**config.mk**
```make
export PLATFORM = sky130hd
export DESIGN_NAME = led_frame_packer_flat
export DESIGN_NICKNAME = d
export VERILOG_FILES = /design/src/rtl/led_frame_packer_pkg.sv /design/src/rtl/led_frame_packer_if.sv /design/src/rtl/led_frame_packer.sv /design/src/flat_wrapper.sv
export SDC_FILE = /design/constraint.sdc
export NUM_CORES = 1
export LEC_CHECK = 0
export BUFFER_PORTS_ARGS = -buffer_cell sky130_fd_sc_hd__clkbuf_2
export CORE_MARGIN = 5
export CORE_UTILIZATION = 50
export DETAILED_ROUTE_END_ITERATION = 7
export GPL_ROUTABILITY_DRIVEN = 0
export HOLD_SLACK_MARGIN = 0.06
export PLACE_DENSITY = 0.72
export SLEW_MARGIN = 0
export SYNTH_ARGS = -nofsm -noshare
export SYNTH_HDL_FRONTEND = slang
export SYNTH_SLANG_ARGS = --single-unit
```
**constraint.sdc**
```tcl
create_clock -name clk -period 9.05 [get_ports clk]
set_input_delay 0.4525 -clock clk [delete_from_list [all_inputs] [get_ports clk]]
set_output_delay 0.4525 -clock clk [all_outputs]
set_load 0.01 [all_outputs]
```
**src/rtl/led_frame_packer_pkg.sv**
```systemverilog
// Shared types and helpers for the LED frame packer.
// Word layout: {header, brightness, B, G, R}.
package led_pkg;

  typedef enum logic [1:0] {
    COLLECT = 2'd0,
    ISSUE   = 2'd1,
    HOLD    = 2'd2
  } packer_state_t;

  localparam logic [2:0]  LED_HDR      = 3'b111;
  localparam logic [31:0] LED_OFF_WORD = 32'hE000_0000;

  function automatic logic [31:0] led_word(input logic [4:0] bright,
                                           input logic [7:0] r,
                                           input logic [7:0] g,
                                           input logic [7:0] b);
    return {LED_HDR, bright, b, g, r};
  endfunction

endpackage

```
**src/rtl/led_frame_packer_if.sv**
```systemverilog
// Pixel stream handshake between an upstream source and the LED frame packer.
interface led_frame_packer_if;

  logic        pix_valid;
  logic        pix_ready;
  logic [23:0] pix_data;
  logic        pix_last;

  modport master (output pix_valid, output pix_data, output pix_last, input pix_ready);
  modport slave  (input pix_valid, input pix_data, input pix_last, output pix_ready);

endinterface

```
**src/rtl/led_frame_packer.sv**
```systemverilog
// Packs an RGB pixel stream into a parallel LED image for the serial sender,
// then holds off new pixels while the sender transmits.
//
// state   | meaning
// COLLECT | accept pixels into the build register
// ISSUE   | one-cycle enable pulse, data_out freshly loaded
// HOLD    | down-count hold-off window, no pixels accepted
module led_frame_packer
  import led_pkg::*;
#(
  parameter int LED_NUM     = 4,
  parameter int HOLD_CYCLES = 2048
) (
  input  logic                   clk,
  input  logic                   rst,
  led_frame_packer_if.slave      pix,
  input  logic [4:0]             bright,
  output logic [LED_NUM*32-1:0]  data_out,
  output logic                   enable,
  output logic                   frame_err,
  output logic                   busy
);

  localparam int SLOT_W = $clog2(LED_NUM);
  localparam int HOLD_W = (HOLD_CYCLES > 1) ? $clog2(HOLD_CYCLES) : 1;
  localparam logic [SLOT_W-1:0] LAST_SLOT = SLOT_W'(LED_NUM - 1);
  localparam logic [HOLD_W-1:0] HOLD_LOAD = HOLD_W'(HOLD_CYCLES - 1);

  packer_state_t          state_q, state_d;
  logic [SLOT_W-1:0]      slot_q;
  logic [HOLD_W-1:0]      hold_q;
  logic [4:0]             bright_lat;
  logic [LED_NUM*32-1:0]  build_q, build_d;

  logic        accept, last_slot, done, err;
  logic [4:0]  cur_bright;
  logic [31:0] cur_word;

  assign pix.pix_ready = (state_q == COLLECT) && !rst;
  assign busy          = (state_q == ISSUE) || (state_q == HOLD);

  assign accept    = pix.pix_valid && pix.pix_ready;
  assign last_slot = (slot_q == LAST_SLOT);
  assign done      = accept && (pix.pix_last || last_slot);
  // short image (last too early) or overlong image (no last on final slot)
  assign err       = accept && (pix.pix_last ^ last_slot);

  assign cur_bright = (slot_q == '0) ? bright : bright_lat;
  assign cur_word   = led_word(cur_bright, pix.pix_data[23:16],
                               pix.pix_data[15:8], pix.pix_data[7:0]);

  always_ff @(posedge clk or posedge rst) begin
    if (rst) state_q <= COLLECT;
    else     state_q <= state_d;
  end

  always_comb begin
    state_d = state_q;
    unique case (state_q)
      COLLECT: if (done) state_d = ISSUE;
      ISSUE:   state_d = HOLD;
      HOLD:    if (hold_q == '0) state_d = COLLECT;
      default: state_d = COLLECT;
    endcase
  end

  // Slot 0 lives in the most significant word; a short image fills the tail with LED-off.
  always_comb begin
    build_d = build_q;
    if (accept) begin
      for (int i = 0; i < LED_NUM; i++) begin
        if (i == int'(slot_q))
          build_d[(LED_NUM-i)*32-1 -: 32] = cur_word;
        else if (pix.pix_last && (i > int'(slot_q)))
          build_d[(LED_NUM-i)*32-1 -: 32] = LED_OFF_WORD;
      end
    end
  end

  always_ff @(posedge clk or posedge rst) begin
    if (rst) begin
      build_q    <= '0;
      data_out   <= '0;
      slot_q     <= '0;
      hold_q     <= '0;
      bright_lat <= '0;
      enable     <= 1'b0;
      frame_err  <= 1'b0;
    end else begin
      build_q   <= build_d;
      enable    <= done;
      frame_err <= err;
      if (done) begin
        data_out <= build_d;
        slot_q   <= '0;
      end else if (accept) begin
        slot_q <= slot_q + SLOT_W'(1);
      end
      if (accept && (slot_q == '0))
        bright_lat <= bright;
      if (state_q == ISSUE)
        hold_q <= HOLD_LOAD;
      else if ((state_q == HOLD) && (hold_q != '0))
        hold_q <= hold_q - HOLD_W'(1);
    end
  end

endmodule

```
**src/flat_wrapper.sv**
```systemverilog
// flat-port wrapper written by rule: the top's interface ports become plain ports
module led_frame_packer_flat import led_pkg::*;
#(
  parameter int LED_NUM     = 4,
  parameter int HOLD_CYCLES = 2048
)
  (clk, rst, bright, data_out, enable, frame_err, busy, pix_pix_valid, pix_pix_data, pix_pix_last, pix_pix_ready);
  led_frame_packer_if pix_i ();
  input  logic clk;
  input  logic rst;
  input  logic [4:0] bright;
  output logic [LED_NUM*32-1:0] data_out;
  output logic enable;
  output logic frame_err;
  output logic busy;
  input wire logic [$bits(pix_i.pix_valid)-1:0] pix_pix_valid;
  input wire logic [$bits(pix_i.pix_data)-1:0] pix_pix_data;
  input wire logic [$bits(pix_i.pix_last)-1:0] pix_pix_last;
  output wire logic [$bits(pix_i.pix_ready)-1:0] pix_pix_ready;
  assign pix_i.pix_valid = pix_pix_valid;
  assign pix_i.pix_data = pix_pix_data;
  assign pix_i.pix_last = pix_pix_last;
  assign pix_pix_ready = pix_i.pix_ready;
  led_frame_packer #(.LED_NUM(LED_NUM), .HOLD_CYCLES(HOLD_CYCLES)) u_core (.clk(clk), .rst(rst), .pix(pix_i), .bright(bright), .data_out(data_out), .enable(enable), .frame_err(frame_err), .busy(busy));
endmodule
```
==> run metrics <==
Setup Viol. Count Final=0; CTS tree=built; Worst Path Arrival=approximately 3.4 ns; via/cell ratio=between 5 and 6; Critical Path Max Stage Delay=0.58 ns; TritonCTS buffer count=28; Synth area leader=dfrtp_1; fin. max-slew vios=0; initial antenna violation count=0; Synth area leaders=dfrtp_1 (67%), mux2_2 (17%), a22o_1 (7.3%), ha_1 (1.4%), nand2_1 (1.2%); Fmax achieved=approximately 0.33 GHz; largest net degree at the start of global routing=about 120; CP most frequent cell=mux2_2; H-tree levels=1; Initial Util=0.513; Max Fanout on Critical Path=18; Worst slew margin=0.202; CP endpoint kind=register; DP Area=between 10000 and 15000 µm²; Register Area=about 7000 µm²; DPL Wire Length=14.6 mm; total grt overflow=0; Startpoint Class=register; Largest delay share family, worst path=simple AND/OR/NAND/NOR gates; Synth Warn #=0; WL/cell=between 15 and 20 µm; CTS Hold Bufs=0; die area=roughly 24000 µm²; Clock Pin Slew Worst Setup and Hold Paths=0.06 ns; Design Area, Final=roughly 13000 µm²; cells after synthesis=689; global-route wire length before repair=37.2 mm; 1st-pass router iterations=5; Netlist Area Pre-Place=~10000 µm²; area occupied by multi-input gates=3300 µm²; Fillers=1525; total track usage=0.192; Min Clock Period, post-route=approximately 3.0 ns; Synth Register Bits=278; endpoints failing hold=0; syn nets=about 730; fin nets=approximately 900; distinct cell type count after synthesis=40; Worst Hold Class=in -> async; # rows=52; Chip Height=between 150 and 200 µm; setup ws final=6.04 ns; status=complete, no violations; Max-cap violations=0; clk_lat worst skew=0.52 ns; Cell Pwr Density=about 350 nW/µm²; Routed Antenna Nets=0; Clock Path Buffers=3; Finished Layout Cells=~1100; Post-CTS Setup Bufs=0; final worst path period share=0.333; ant diodes=0; post-synth top area share=0.667; Worst Clk Skew=between 0.007 and 0.008 ns; Cell Chain, Critical Path=inv_1 -> ha_1 -> and3b_1 -> and2_1 -> buf_4 -> mux2_2 -> mux2_2; CTS root buf=clkbuf_16; DRC errors left=0; Iteration-0 DRC Markers=290; port bufs=between 150 and 200; io pins=165; Placed Cells=1093; WS Path Type=reg -> reg; Core Box Area=a little over 20000 µm²; WP buf/inv=2; Mean Syn Cell Area=roughly 15 µm²; Critical Path RT=9.45 ns; Max VDD drop=roughly 0.00021 V; area growth from synthesis to final layout=20.1%; P_leak=6.12 nW; drt total wl=roughly 23 mm; RSZ-0062 raised after global routing=no; R2R Setup Slk=6.04 ns; Via Count=between 6000 and 7000; Setup TNS Final=0 ns; vias in the first global route=between 6000 and 7000; layout cells sized above 1=0.439; Worst Tran Pin Value=roughly 1.2 ns; Setup WS pre-CTS=6.04 ns; CTS resizes=0; total chip power=0.00432 W; Crit-path slowest cell=and2_1; sequential share of the synthesized area=0.667; clk sinks=about 280; Die Wd=between 150 and 200 µm
[state kept, by name (all words and copies together) (netlist names)]
signal	flops
u_core.hold_q	11
u_core.bright_lat	5
u_core.enable	1
u_core.frame_err	1
u_core.data_out	128
u_core.state_q	2
u_core.slot_q	2
u_core.build_q	128
[cells in the mapped netlist, drive strengths merged]
master	count
nor3	3
and3b	1
a22o	87
and2	4
ha	12
o31ai	2
or3	4
o21ai	9
nor4b	1
xor2	2
a31oi	6
a21o	2
mux2i	1
nor3b	2
xnor2	1
inv	12
or3b	3
o311ai	1
a21oi	1
clkbuf	25
dfrtp	278
o211ai	2
nor4bb	1
nand3	2
mux2	153
buf	14
a211o	1
nand2	33
nand2b	13
or2	1
or4	1
nor2b	1
nand3b	1
nor2	9
[cells by family (layout without fill, tap and decap cells)]
logic type | count (synthesis) | count (layout) | synth area share
buf+inv | 51 | 236 | 0.0205
simple gates | 80 | 80 | 0.0393
flops | 278 | 278 | 0.667
mux | 154 | 154 | 0.166
xor+xnor | 3 | 3 | 0.00252
compound gates | 111 | 111 | 0.0907
fa+ha+maj | 12 | 12 | 0.0144
[final cells by class]
cell class / instances / share of cell area
inverters: 12 / 0.00419
flip-flops and latches: 278 / 0.555
well taps: 270 / 0.0270
repair buffers: 173 / 0.0709
multi-input cells: 360 / 0.263
clock inverters: 12 / 0.0130
clock buffers: 39 / 0.0665
[report_power, final]
| part | total, W | internal, W | switching, W |
|---|---|---|---|
| clock | 0.00122 | 0.000754 | 0.000463 |
| sequential | 0.00193 | 0.00172 | 0.000211 |
| combinational | 0.00118 | 0.000585 | 0.000591 |
[metal layers]
| metal | global-route usage | wire [µm] | vias up | part of all wire |
|---|---|---|---|---|
| met5 | 0 | 0 | - | 0 |
| met4 | 0.0425 | 378 | 0 | 0.017 |
| met3 | 0.0374 | 1270 | 27 | 0.056 |
| met2 | 0.293 | 10600 | 173 | 0.46 |
| met1 | 0.289 | 10600 | 3216 | 0.46 |
| li1 | - | - | 2805 | - |
[per-stage QoR]
| step | hold WS (ns) | util |
|---|---|---|
| detailed placement | 0.444 | 0.566 |
| floorplan | 0.425 | - |
| finish | 0.138 | 0.615 |
| CTS | 0.167 | 0.615 |
| global placement | 0.444 | 0.566 |
| global route | 0.218 | 0.615 |
[layout by cell type (no fill, tap or decap), drive strengths merged, types with 7 or more instances in the layout]
master,count
inv,12
nand2,33
nand2b,13
a22o,87
clkbuf,203
mux2,153
o21ai,9
buf,9
nor2,9
clkinv,7
ha,12
dfrtp,278
[worst paths after layout]
check | start | to | cells after the start
worst max-delay path | u_core.state_q[0] | u_core.data_out[97] | 7
worst min-delay path | rst | u_core.data_out[59] | 2
worst max register to register | u_core.state_q[0] | u_core.data_out[97] | 7
worst min register to register | u_core.build_q[30] | u_core.build_q[30] | 1
max in group asynchronous | rst | u_core.data_out[6] | 3
min in group clk | pix_pix_data[10] | u_core.build_q[42] | 2
Note: power is estimated with default switching activity, not from simulation.
